File: src/rtl/demux_seq_8.sv
// ---------------------------------------------------------------------------
// demux_seq_8
//
// Byte-to-slot sequencer feeding a 1-to-8 demultiplexer (demux_1x8_2).
// A byte accepted through a valid/ready handshake is presented one bit per
// slot: `sel` walks through the eight demux outputs and `data` carries the
// byte bit that belongs to the selected output. Each slot lasts DIV clock
// cycles so the demux outputs can be slowed down enough to watch on LEDs.
//
// Parameters
//   DIV        clock cycles per slot (0 behaves as 1)
//   LSB_FIRST  1: slot k drives sel=k, 0: slot k drives sel=7-k
//
// Ports
//   clk         rising-edge clock
//   rst_n       asynchronous active-low reset
//   in_valid    upstream byte available on in_byte
//   in_byte     byte to distribute over the eight slots
//   in_ready    high while idle; transfer on in_valid & in_ready
//   sel         demux select (registered)
//   data        demux data bit, always byte_q[sel] during a frame (registered)
//   slot_valid  sel/data carry a byte bit (registered)
//   busy        frame in progress, including the done cycle (registered)
//   done        one-cycle pulse after the last slot (registered)
// ---------------------------------------------------------------------------
module demux_seq_8 #(
    parameter int DIV       = 1,
    parameter int LSB_FIRST = 1
) (
    input  logic       clk,
    input  logic       rst_n,
    input  logic       in_valid,
    input  logic [7:0] in_byte,
    output logic       in_ready,
    output logic [2:0] sel,
    output logic       data,
    output logic       slot_valid,
    output logic       busy,
    output logic       done
);

    localparam int DIV_E = (DIV < 1) ? 1 : DIV;
    localparam int CW    = (DIV_E > 1) ? $clog2(DIV_E) : 1;
    localparam logic [CW-1:0] DIV_LAST = CW'(DIV_E - 1);

    typedef enum logic [1:0] {
        IDLE,
        SHIFT,
        DONE
    } state_t;

    state_t          state;
    logic [7:0]      byte_q;
    logic [2:0]      slot;
    logic [CW-1:0]   div_cnt;

    // Slot index to demux output, honouring the bit order.
    function automatic logic [2:0] slot_sel(input logic [2:0] s);
        if (LSB_FIRST != 0) begin
            return s;
        end else begin
            return 3'd7 - s;
        end
    endfunction

    assign in_ready = (state == IDLE);

    // sel and data are loaded from the same next-slot index on the same edge,
    // so the pair is always consistent at the demux inputs.
    always_ff @(posedge clk or negedge rst_n) begin
        if (!rst_n) begin
            state      <= IDLE;
            byte_q     <= 8'd0;
            slot       <= 3'd0;
            div_cnt    <= '0;
            sel        <= 3'd0;
            data       <= 1'b0;
            slot_valid <= 1'b0;
            busy       <= 1'b0;
            done       <= 1'b0;
        end else begin
            case (state)
                IDLE: begin
                    if (in_valid) begin
                        byte_q     <= in_byte;
                        slot       <= 3'd0;
                        div_cnt    <= '0;
                        state      <= SHIFT;
                        sel        <= slot_sel(3'd0);
                        data       <= in_byte[slot_sel(3'd0)];
                        slot_valid <= 1'b1;
                        busy       <= 1'b1;
                        done       <= 1'b0;
                    end
                end
                SHIFT: begin
                    if (div_cnt == DIV_LAST) begin
                        div_cnt <= '0;
                        if (slot == 3'd7) begin
                            state      <= DONE;
                            sel        <= 3'd0;
                            data       <= 1'b0;
                            slot_valid <= 1'b0;
                            done       <= 1'b1;
                        end else begin
                            slot <= slot + 3'd1;
                            sel  <= slot_sel(slot + 3'd1);
                            data <= byte_q[slot_sel(slot + 3'd1)];
                        end
                    end else begin
                        div_cnt <= div_cnt + 1'b1;
                    end
                end
                DONE: begin
                    state <= IDLE;
                    done  <= 1'b0;
                    busy  <= 1'b0;
                end
                default: begin
                    state      <= IDLE;
                    sel        <= 3'd0;
                    data       <= 1'b0;
                    slot_valid <= 1'b0;
                    busy       <= 1'b0;
                    done       <= 1'b0;
                end
            endcase
        end
    end

endmodule

File: config.mk
export PLATFORM = sky130hd
export DESIGN_NAME = demux_seq_8
export DESIGN_NICKNAME = d
export VERILOG_FILES = /design/src/rtl/demux_seq_8.sv
export SDC_FILE = /design/constraint.sdc
export NUM_CORES = 1
export LEC_CHECK = 0
export CORE_MARGIN = 1
export CORE_UTILIZATION = 43
export DETAILED_ROUTE_END_ITERATION = 10
export PLACE_DENSITY = 0.72
export SETUP_SLACK_MARGIN = 0.5
export SYNTH_ARGS = -nofsm -noshare
export SYNTH_HDL_FRONTEND = slang
export SYNTH_SLANG_ARGS = --single-unit
File: constraint.sdc
create_clock -name clk -period 1.82 [get_ports clk]
set_input_delay 0.364 -clock clk [delete_from_list [all_inputs] [get_ports clk]]
set_output_delay 0.364 -clock clk [all_outputs]
set_load 0.02 [all_outputs]
---- Word level (Yosys, flattened, before mapping) ----
Index checks and enable logic that the tools add are counted.
operators by class
  $add $sub $neg .......................... 2
  $lt $le $gt $ge ......................... 1
  equality and inequality tests ........... 7
  mux-type cells .......................... 29
  bitwise gates (word level) .............. 2
  reductions and logical operators ........ 9
operators by type and width
  cell                   count
  $mux W3                6
  $mux W1                11
  $pmux W3 S3            1
  $ne A2 B2 Y1 const B   4
  $reduce_and A4 Y1      2
  $mux W2                3
  $pmux W1 S2            3
  $pmux W1 S3            2
  $pmux W3 S2            1
  $reduce_and A2 Y1      3
  $reduce_and A3 Y1      2
  $lt A3 B4 Y1 const B   1
  $pmux W2 S2            1
  $add A3 B1 Y3 const B  1
  $bmux W1 S3            1
  $eq A3 B3 Y1 const B   1
  $eq A2 B1 Y1 const B   1
  $eq A2 B2 Y1 const B   1
  $logic_not A2 Y1       1
  $not A1 Y1             2
  $reduce_bool A2 Y1     1
  $add A1 B1 Y1 const B  1
word-level totals
  flip-flop bits (word level) ............. 21
  input port bits ......................... 11
  output and inout port bits .............. 8
  word-level logic and storage cells ...... 59

---- Longest topological paths before layout ----
Gate-level depths: netlist of run 1.
  word-level depth ........................ 9
  depth in mapped cells ................... 6
  gate-level depth less buffers ........... 6

---- Least setup slack after synthesis of run 1 ----
Ideal clock, no wire load.
  path type ............................... register to register
  from .................................... reg slot[0]
  to ...................................... reg data
  setup time .............................. 0.119 ns
  data arrival time ....................... 1.619 ns
  data required time ...................... 1.701 ns
  slack ................................... 0.082 ns
  cell stages (with the launch flop) ...... 6
  buffers on the path ..................... 0
  clock period less this slack ............ 1.738 ns
  cell sequence ........................... dfrtp_1 ha_1 ha_1 a2111oi_0 a2111oi_2 o21a_1
between the ends
  longest elaborated chain between the ends .. 9
  elaborated cells between the ends (all ways) .. 10
  classes of those cells .................. 1 x add/sub; 1 x eq/ne; 8 x mux
RTL lines
  item                           line  RTL
  from (decl)                    54    logic [2:0] slot;
  from (signal assigned)         106   slot <= slot + 3'd1;
  $add A3 B1 Y3                  108   data <= byte_q[slot_sel(slot + 3'd1)];
  $mux W3                        99    if (slot == 3'd7) begin
  $mux W3                        n/a
  $mux W3                        82    case (state)
  $bmux W1 S3                    108
  $mux W1 (not written as such)  108
  $mux W1 *                      99
  $mux W1 *                      97    if (div_cnt == DIV_LAST) begin
  $pmux W1 S3 *                  82
  to (signal assigned)           90    data <= in_byte[slot_sel(3'd0)];
  to (signal assigned)           108
  to (decl)                      36    output logic data,
Mark *: on every way between the ends. The rest lies on a longest branch, timed or not. The select of a mux whose other input is x is not followed.
A chain may end at the register's enable or synchronous reset.

---- Worst setup path in the final report of run 1 ----
Ends and elaborated chain as after synthesis.

==> key figures, run 1 <==
Hold path
  • HP Class: input port to async pin

Critical path
  • RR Endpoint: data
  • CP Data Arrival Time: ~1.8 ns
  • CP Max Fanout: 5
  • Reg2Reg Depth: 5
  • Crit path launch type: register
  • Reg-to-Reg Start: slot[0]
  • Slowest cell on the critical path: dfrtp_2
  • CP endpoint kind: register
  • Reg2Reg Setup Slack: roughly 0.26 ns
  • Crit path capture: data
  • Crit-path cells: ha_4, mux4_1, inv_1, a2111oi_4, o21a_1
  • CP Class: register to register
  • Max stage delay on crit path: around 0.47 ns
  • Req. time, crit path: 2.06 ns
  • CP startpoint: slot[0]

Global routing
  • Total track usage: about a fifth
  • Gr ovfl total: 0
  • Largest net degree at the start of global routing: 20
  • First-pass GRT wire length: approximately 3000 µm
  • Vias in the first global route: around 640
  • Initial antenna violation count: 0

Power
  • Internal: 1.50 mW
  • Combinational share of power: 59.2%
  • Clock group share of total power: approximately 9%
  • Sw Share: 37.3%
  • Power density cells: between 1500 and 2000 nW/µm²
  • Leakage Power: between 0.6 and 0.7 nW
  • Max IR drop VDD: between 0.001 and 0.0015 V
  • Switching power: 0.894 mW
  • Sequential share of power: between 30% and 40%

Route
  • First DRT Iteration DRCs: 7
  • DRC viols: 0
  • WL per Instance: 15.5 µm
  • DR vias/cell: ~5.2
  • Routed WL: a little over 2000 µm
  • Via Count: 692
  • Post-DRT Antenna Nets: 0
  • Drt first pass iters: 4

Die
  • Total core area: 1800 µm²
  • IO Count: 19
  • Initial Util: 47.6%
  • Chip height: roughly 47 µm
  • Die span in x: 46.6 µm
  • Die Footprint: about 2200 µm²
  • Rows: 15

Clock tree
  • Clk sinks: 19
  • Worst-Skew Late Latency: around 0.30 ns
  • Cts bufs inserted: 3
  • H-tree depth reported by CTS: 1
  • CTS tree: yes
  • Clock Pin Slew Worst Setup and Hold Paths: between 0.1 and 0.15 ns
  • Root Buffer: clkbuf_4
  • Clk buf depth: 2

STA
  • Slew margin rel.: about four fifths
  • Sum Neg Setup Slack: 0 ns
  • F_max: 641 MHz
  • RSZ-0062 raised after global routing: true
  • Final Skew: 0.00798 ns
  • Final setup margin: 0.260 ns
  • Final Cycle Share: a little under nine tenths
  • Max-slew violations: 0
  • Actual slew at the worst max-slew pin: approximately 0.33 ns
  • Post-layout min period: 1.56 ns
  • Setup-failing EPs final: 0
  • Final-report hold violation count: 0

Logic synthesis
  • Register area share after synthesis: 55.5%
  • Mapped Area: between 800 and 900 µm²
  • Top cell type's share of synthesized area: between 50 and 60%
  • Netlist cell types: 21
  • Syn. warnings: 0
  • Synth top area cells: dfrtp_1 55%, mux2_2 12%, mux4_1 3.1%
  • Syn_area_per_cell: about 12 µm²
  • Syn Nets: 85
  • Register bit total from synthesis: 19
  • Cells after synthesis: 72
  • Cell accounting for the most synthesized area: dfrtp_1

Placement
  • Routability cong.: 0.732
  • IO Port Bufs: 18
  • Place WS: slightly below 0.07 ns
  • Post-DP HPWL: 1160 µm

Layout
  • Share of layout cells above drive strength 1: around 50%
  • Filler cell count: 130
  • Nets@finish: 122
  • Diode count: 0
  • Area Growth Syn to Fin: 57.2%

Job
  • Max_cap viols: 0

Status
  • Status: finished, final reports clean
-- synthesized netlist by cell type --
cell type / number
nand2b_1: 4
buf_2: 1
o21bai_1: 1
a2111oi_0: 1
nor3b_1: 1
o21a_1: 1
ha_1: 2
inv_1: 3
nor2_1: 7
dfrtp_1: 19
a22o_1: 2
o22ai_1: 1
a21o_1: 1
o21ai_0: 4
nand2_1: 7
a2111oi_2: 1
nor2b_1: 4
and2_1: 1
mux2_2: 9
mux4_1: 1
nor2_2: 1
-- cell usage in the layout (no fill, tap or decap), drive strengths merged --
cell type | netlist | layout
a2111oi | 2 | 2
dfrtp | 19 | 19
o21a | 1 | 1
o21bai | 1 | 1
ha | 2 | 2
and2 | 1 | 1
o22ai | 1 | 1
mux2 | 9 | 9
a22o | 2 | 2
buf | 1 | 23
inv | 3 | 3
nor3b | 1 | 1
clkdlybuf4s50 | 0 | 9
nor2b | 4 | 4
clkinv | 0 | 1
nor2 | 8 | 8
nand2 | 7 | 7
dlygate4sd2 | 0 | 1
mux4 | 1 | 1
clkbuf | 0 | 3
a21o | 1 | 1
nand2b | 4 | 4
o21ai | 4 | 4
-- worst min-delay path by stage --
stage | start | end | cells past startpoint
floorplan | rst_n | busy | 0
finish | rst_n | sel[0] | 2
global route | rst_n | sel[0] | 2
global placement | sel[2] | sel[2] | 2
CTS | rst_n | sel[0] | 2
detailed placement | sel[2] | sel[2] | 2
-- metal layers --
layer,track usage [%],part of all wire [%]
met2,32.8,49
met3,5.10,4.2
met1,25.1,42
met4,12.0,4.4
met5,0,0
-- repair_timing --
action / in CTS / in global routing
setup endpoints to repair: 21 / 21
pin swaps: 2 / 2
setup buffers: 11 / 2
resized for setup: 42 / 18
hold buffers: 0 / 0
-- area by class of cell --
cell class	count	area, µm²	area share [%]
inverters	3	11.3	0.836
flip-flops and latches	19	478	35.5
clock buffers	3	22.5	1.67
multi-input cells	49	512	38.0
repair buffers	33	288	21.4
well taps	25	31.3	2.32
clock inverters	1	5.00	0.371
-- cells by family (layout without fill, tap and decap cells) --
group           after synthesis  in the layout  synth area share [%]
simple gates                 25             25                  14.3
buf+inv                       4             40                  1.90
fa+ha+maj                     2              2                  2.92
compound gates               12             12                  10.5
mux                          10             10                  14.9
flops                        19             19                  55.5
-- metrics by stage --
stage | power, mW | instance area, µm² | hold WS (ns) | util [%] | cells
2_1_floorplan | 1.53 | 923 | 0.0684 | - | 72
3_3_place_gp | 1.80 | 1140 | 0.461 | 63.5 | 116
3_5_place_dp | 1.84 | 1140 | 0.464 | 63.5 | 116
4_1_cts | 2.25 | 1310 | 0.394 | 72.5 | 131
5_1_grt | 2.53 | 1350 | 0.398 | 74.8 | 133
6_report | 2.40 | 1350 | 0.385 | 74.8 | 133
-- sequential cells by signal, indices dropped and copies added (netlist names) --
name / cells
slot: 3
slot_valid: 1
data: 1
byte_q: 8
sel: 3
busy: 1
state: 2
-- worst max-delay path: cells and delay by family (launching register included) --
family          cells  cell delay [ns]
buf+inv             1             0.07
mux                 1             0.21
compound gates      2             0.50
fa+ha+maj           1             0.24
flops               1             0.47
-- power by group through the flow --
stage               Sequential [mW]  Combinational, mW  Clock (mW)
floorplan                     0.812              0.713           0
global placement              0.764               1.03           0
detailed placement            0.775               1.06           0
CTS                           0.754               1.28       0.224
global route                  0.778               1.51       0.238
finish                        0.763               1.42       0.216
Note: power is estimated with default switching activity, not from simulation.
==> inputs of run 2 (changes only) <==
--- a/config.mk
+++ b/config.mk
@@ -9,6 +9,7 @@
 export CORE_UTILIZATION = 43
 export DETAILED_ROUTE_END_ITERATION = 10
 export PLACE_DENSITY = 0.72
+export REMOVE_ABC_BUFFERS = 1
 export SETUP_SLACK_MARGIN = 0.5
 export SYNTH_ARGS = -nofsm -noshare
 export SYNTH_HDL_FRONTEND = slang
==> run 2 against run 1 <==
  * Critical path depth grew 1
  * Setup slack gained 0.018 ns
  * Final cell count shrank 4.5%
  * Final area shrank 9.7%
  * First-iteration DRC count grew 110%
  * Global-route usage shrank 2.8 points
  * Combinational power shrank 12%
==> key figures, run 2 (synthesis results as in run 1) <==
Clock tree
  • CTS Hold Bufs: 0 (unchanged)
  • Clk sinks: 19 (unchanged)
  • Worst-Skew Late Latency: 0.30 ns (about the same)
  • H-tree depth reported by CTS: 1 (unchanged)
  • CTS tree: yes (unchanged)
  • Root Buffer: clkbuf_4 (unchanged)
  • Clock Pin Slew Worst Setup and Hold Paths: 0.11 ns (about the same)
  • Clk buf depth: 2 (unchanged)
  • Cts bufs inserted: 3 (unchanged)

Layout
  • Diode count: 0 (unchanged)
  • Max reg flops: 8 (unchanged)
  • Cell area after layout: 1220 µm² (was 1350 µm²)
  • Multi-input logic area: 444 µm² (was 512 µm²)
  • Reg area: 477 µm² (was 478 µm²)
  • Largest reg by FF count: byte_q (unchanged)
  • Filler cell count: 148 (was 130)
  • Top flop regs: byte_q (8), sel (3), slot (3) (unchanged)
  • Fin cells: 127 (was 133)
  • Area Growth Syn to Fin: 41.9% (was 57.2%)
  • Core Util, Final: 67.5% (was 74.8%)
  • Share of layout cells above drive strength 1: 39.2% (was 50.0%)
  • Most frequent cells in the layout: 18 x dfrtp_1, 10 x clkdlybuf4s50_1, 9 x mux2_2 (was 17 x dfrtp_1, 11 x buf_4, 9 x clkdlybuf4s50_1)
  • Most common cell after layout, fill and taps aside: dfrtp_1 (unchanged)
  • Nets@finish: 116 (was 122)

STA
  • Slew margin rel.: 73.7% (was 78.1%)
  • Sum Neg Setup Slack: 0 ns (unchanged)
  • Post-layout min period: 1.54 ns (was 1.56 ns)
  • Final-report hold violation count: 0 (unchanged)
  • Max-slew violations: 0 (unchanged)
  • Actual slew at the worst max-slew pin: 0.394 ns (was 0.329 ns)
  • RSZ-0062 raised after global routing: true (unchanged)
  • F_max: 649 MHz (was 641 MHz)
  • Final Skew: 0.00794 ns (was 0.00798 ns)
  • Final Cycle Share: 84.7% (was 85.7%)
  • Setup-failing EPs final: 0 (unchanged)

Placement
  • IO Port Bufs: 18 (unchanged)
  • Cell count after placement: 118 (was 116)
  • Dpl cell area: 1090 µm² (was 1140 µm²)
  • Routability cong.: 0.719 (was 0.732)

Status
  • Status: finished, final reports clean (unchanged)

Route
  • Post-DRT Antenna Nets: 0 (unchanged)
  • Routed WL: 1590 µm (was 2060 µm)
  • First DRT Iteration DRCs: 15 (was 7)
  • DRC viols: 0 (unchanged)
  • Drt first pass iters: 4 (unchanged)
  • DR vias/cell: 4.95 (was 5.20)
  • Via Count: 629 (was 692)
  • WL per Instance: 12.5 µm (was 15.5 µm)

Power
  • Max IR drop VDD: 0.000875 V (was 0.00101 V)
  • Leakage Power: 0.539 nW (was 0.613 nW)
  • Power density cells: 1820 nW/µm² (was 1780 nW/µm²)

Critical path
  • Reg2Reg Setup Slack: 0.28 ns (was 0.26 ns)
  • CP Data Arrival Time: 1.73 ns (was 1.80 ns)
  • Reg2Reg Depth: 6 (was 5)
  • Crit path launch type: register (unchanged)
  • CP Class: register to register (unchanged)
  • CP startpoint: slot[0] (unchanged)
  • CP Max Fanout: 3 (was 5)
  • RR Endpoint: data (unchanged)
  • Reg-to-Reg Start: slot[0] (unchanged)
  • Req. time, crit path: 2.01 ns (was 2.06 ns)
  • CP endpoint kind: register (unchanged)

Global routing
  • Vias in the first global route: 609 (was 641)
  • Total track usage: 17.8% (was 20.6%)
  • Initial antenna violation count: 0 (unchanged)
  • First-pass GRT wire length: 2680 µm (was 2990 µm)
  • Gr ovfl total: 0 (unchanged)
  • Largest net degree at the start of global routing: 20 (unchanged)

Die
  • Rows: 15 (unchanged)
  • Die Footprint: 2180 µm² (unchanged)
  • Initial Util: 47.6% (unchanged)
  • Chip height: 46.6 µm (unchanged)
  • Total core area: 1800 µm² (unchanged)
  • Die span in x: 46.6 µm (unchanged)
  • IO Count: 19 (unchanged)

Hold path
  • HP Class: input port to async pin (unchanged)

Job
  • Max_cap viols: 0 (unchanged)
==> run 2: cell count changes in the layout (fill, tap and decap cells not counted), sizes merged <==
cell	change
clkdlybuf4s15	+1
buf	-8
clkdlybuf4s50	+1
==> run 2: report_power, final <==
group / internal [mW] / leakage [nW] / switching, mW
clock: 0.0818 / 0.0177 / 0.129
sequential: 0.619 / 0.223 / 0.137
combinational: 0.693 / 0.298 / 0.558
==> run 2: worst max path at each step <==
| stage | to | slack (ns) | cells after the start |
|---|---|---|---|
| 4_1_cts | data | 0.27 | 6 |
| 5_1_grt | data | 0.23 | 6 |
| 6_report | data | 0.28 | 6 |
| 3_3_place_gp | byte_q[5] | 0.13 | 5 |
| 2_1_floorplan | data | 0.08 | 5 |
| 3_5_place_dp | data | 0.11 | 5 |
==> run 2: metal layers <==
layer,global-route usage (%),up-vias,wire length [µm]
met4,8.57,0,26
met5,0,-,0
met2,26.9,18,778
met1,24.1,297,713
li1,-,310,-
met3,3.53,4,74
==> run 2: through the flow <==
step	total power [mW]	setup slack, ns	hold WS, ns
finish	2.22	0.278	0.387
global route	2.38	0.229	0.404
CTS	2.22	0.271	0.392
detailed placement	1.67	0.109	0.466
global placement	1.65	0.128	0.459
floorplan	1.35	0.0820	0.0684
==> run 2: cell type report <==
type / count / area share [%]
clock buffer: 3 / 1.85
clock inverter: 1 / 0.412
inverter: 3 / 0.926
sequential: 19 / 39.2
tap: 25 / 2.57
timing repair buffer: 27 / 18.5
multi-input combinational: 49 / 36.5
==> run 2: repair_timing <==
item	4_1_cts	5_1_grt
endpoints found under the setup margin	21	20
resized for setup	39	6
setup buffers	3	2
pin swaps	9	3
cloned	0	0
==> run 2: worst max-delay path, stage by stage, from the launching register on <==
cell       delay (ns)
dfrtp_1          0.44
ha_4             0.18
ha_4             0.25
buf_6            0.13
nor3b_4          0.20
a2111oi_4        0.07
o21a_1           0.17
==> inputs of run 3 (changes only) <==
==> constraint.sdc (replaced) <==
create_clock -name clk -period 1.4 [get_ports clk]
set_input_delay 0.28 -clock clk [delete_from_list [all_inputs] [get_ports clk]]
set_output_delay 0.28 -clock clk [all_outputs]
set_load 0.02 [all_outputs]
==> run 3 against run 2 <==
  * Critical endpoint unchanged
  * Core utilization grew 22 points
  * Critical path depth shrank 1
  * Critical path type unchanged
  * First-iteration DRC count grew 93%
  * The flow now finishes with violations (negative setup slack)
  * Fmax shrank 1.7%
  * Final cell count grew 19%
==> key figures, run 3 (synthesis results as in run 1) <==
Status
  • Status: finished, violations left (was finished, final reports clean)
  • Failing checks: negative setup slack

Placement
  • Post-DP HPWL: around 1300 µm
  • IO Port Bufs: 18 (unchanged)
  • Cell count after placement: 129 (was 118)
  • Place WS: -0.305 ns (was 0.109 ns)
  • Routability cong.: 0.729 (was 0.719)

Power
  • Clock group share of total power: 7.4% (was 9.5%)
  • Max IR drop VDD: 0.00183 V (was 0.000875 V)
  • Switching power: 1.50 mW (was 0.824 mW)
  • Internal: 2.50 mW (was 1.39 mW)
  • Leakage Power: 0.739 nW (was 0.539 nW)
  • Sequential share of power: 25.4% (was 34.1%)
  • Final Power: 3.99 mW (was 2.22 mW)
  • Sw Share: 37.5% (was 37.2%)
  • Combinational share of power: 67.2% (was 56.4%)
  • Power density cells: 2490 nW/µm² (was 1820 nW/µm²)

STA
  • Max-slew violations: 0 (unchanged)
  • Setup-failing EPs final: 4 (was 0)
  • Final-report hold violation count: 0 (unchanged)
  • Final setup margin: -0.169 ns (was 0.278 ns)
  • Actual slew at the worst max-slew pin: 0.345 ns (was 0.394 ns)
  • F_max: 637 MHz (was 649 MHz)
  • RSZ-0062 raised after global routing: true (unchanged)
  • Final Skew: 0.00146 ns (was 0.00794 ns)
  • Final Cycle Share: 112% (was 84.7%)
  • Slew margin rel.: 77.0% (was 73.7%)
  • Post-layout min period: 1.57 ns (was 1.54 ns)

Global routing
  • Total track usage: 25.5% (was 17.8%)
  • First-pass GRT wire length: 3730 µm (was 2680 µm)
  • Largest net degree at the start of global routing: 20 (unchanged)
  • Gr ovfl total: 0 (unchanged)
  • Vias in the first global route: 836 (was 609)
  • Initial antenna violation count: 0 (unchanged)

Route
  • WL per Instance: 19.3 µm (was 12.5 µm)
  • Drt first pass iters: 4 (unchanged)
  • WL met3: 145 µm (was 74 µm)
  • Via Count: 819 (was 629)
  • Post-DRT Antenna Nets: 0 (unchanged)
  • Routed length on met2: 1500 µm (was 778 µm)
  • DRC viols: 0 (unchanged)
  • DR vias/cell: 5.42 (was 4.95)
  • First DRT Iteration DRCs: 29 (was 15)
  • DRT met1 WL: 1180 µm (was 713 µm)
  • Routed WL: 2910 µm (was 1590 µm)
  • DR top layer: met4 (unchanged)

Clock tree
  • Clk sinks: 19 (unchanged)
  • Clock Pin Slew Worst Setup and Hold Paths: 0.11 ns (about the same)
  • CTS tree: yes (unchanged)
  • Root Buffer: clkbuf_4 (unchanged)
  • Clk buf depth: 2 (unchanged)
  • Cts bufs inserted: 3 (unchanged)
  • Worst-Skew Late Latency: 0.31 ns (was 0.30 ns)
  • H-tree depth reported by CTS: 1 (unchanged)

Layout
  • Nets@finish: 140 (was 116)
  • Top flop regs: byte_q (8), sel (3), slot (3) (unchanged)
  • Fin cells: 151 (was 127)
  • Diode count: 0 (unchanged)
  • Share of layout cells above drive strength 1: 63.5% (was 39.2%)
  • Most common cell after layout, fill and taps aside: buf_6 (was dfrtp_1)
  • Largest reg by FF count: byte_q (unchanged)
  • Area Growth Syn to Fin: 87.2% (was 41.9%)
  • Most frequent cells in the layout: 24 x buf_6, 17 x dfrtp_1, 16 x buf_4 (was 18 x dfrtp_1, 10 x clkdlybuf4s50_1, 9 x mux2_2)
  • Max reg flops: 8 (unchanged)

Die
  • IO Count: 19 (unchanged)
  • Total core area: 1800 µm² (unchanged)
  • Rows: 15 (unchanged)
  • Initial Util: 47.6% (unchanged)
  • Chip height: 46.6 µm (unchanged)
  • Die Footprint: 2180 µm² (unchanged)
  • Die span in x: 46.6 µm (unchanged)

Critical path
  • CP endpoint kind: register (unchanged)
  • CP Class: register to register (unchanged)
  • Crit path launch type: register (unchanged)
  • CP Data Arrival Time: 1.78 ns (was 1.73 ns)
  • Max stage delay on crit path: 0.46 ns (was 0.44 ns)
  • Reg2Reg Depth: 5 (was 6)
  • Slowest cell on the critical path: dfrtp_2 (was dfrtp_1)
  • Reg-to-Reg Start: slot[0] (unchanged)
  • Req. time, crit path: 1.61 ns (was 2.01 ns)
  • CP Max Fanout: 3 (unchanged)
  • Crit-path cells: ha_4, buf_6, a2111oi_4, a2111oi_4, o21a_1 (was ha_4, ha_4, buf_6, nor3b_4, a2111oi_4, o21a_1)
  • Reg2Reg Setup Slack: -0.17 ns (was 0.28 ns)
  • Most frequent CP cell: a2111oi_4 (was ha_4)
  • RR Endpoint: data (unchanged)

Job
  • Max_cap viols: 0 (unchanged)

Hold path
  • HP Class: input port to async pin (unchanged)
==> run 3: critical path, delay by kind of cell, from the launching register on <==
kind	cells	cell delay (ns)
adders and majority gates	1	0.26
AOI/OAI and AO/OA	3	0.62
DFF	1	0.46
buffers and inverters	1	0.13
==> run 3: per-stage QoR <==
step | setup TNS [ns] | hold slack, ns | area [µm²] | util [%]
2_1_floorplan | -1.04 | -0.0156 | 852 | -
3_3_place_gp | -1.70 | 0.460 | 1180 | 65.3
3_5_place_dp | -1.99 | 0.462 | 1180 | 65.3
4_1_cts | -0.202 | 0.308 | 1450 | 80.3
5_1_grt | -0.520 | 0.302 | 1600 | 89.0
6_report | -0.364 | 0.300 | 1600 | 89.0
==> run 3: layout make-up <==
cell class              instances  area (µm²)
clock buffers                   4        26.3
fillers                        71         198
multi-input cells              49         552
well taps                      25        31.3
repair buffers                 51         505
flip-flops and latches         19         478
inverters                       3        11.3
==> run 3: repair_timing <==
action	4_1_cts	5_1_grt
setup buffers	11	7
resized for setup	83	30
pin swaps	15	11
hold buffers	0	0
setup endpoints to repair	27	27
==> run 3: how the worst max path moves through the flow <==
stage / startpoint / depth (start not counted) / to / slack, ns
2_1_floorplan: slot[0] / 5 / data / -0.34
3_3_place_gp: slot[0] / 5 / data / -0.23
3_5_place_dp: slot[0] / 5 / data / -0.31
4_1_cts: slot[0] / 5 / data / -0.13
5_1_grt: slot[0] / 5 / data / -0.22
6_report: slot[0] / 5 / data / -0.17
==> run 3: power by group through the flow <==
stage / registers [mW] / clock network, mW / logic, mW
2_1_floorplan: 1.04 / 0 / 0.714
3_3_place_gp: 0.931 / 0 / 1.37
3_5_place_dp: 0.946 / 0 / 1.41
4_1_cts: 0.981 / 0.293 / 2.10
5_1_grt: 1.04 / 0.332 / 2.81
6_report: 1.02 / 0.295 / 2.68
==> run 3: layer usage <==
metal,vias to the layer above,track usage (%)
li1,360,-
met1,409,28.8
met2,43,43.9
met3,7,6.67
met4,0,12.6
met5,-,0
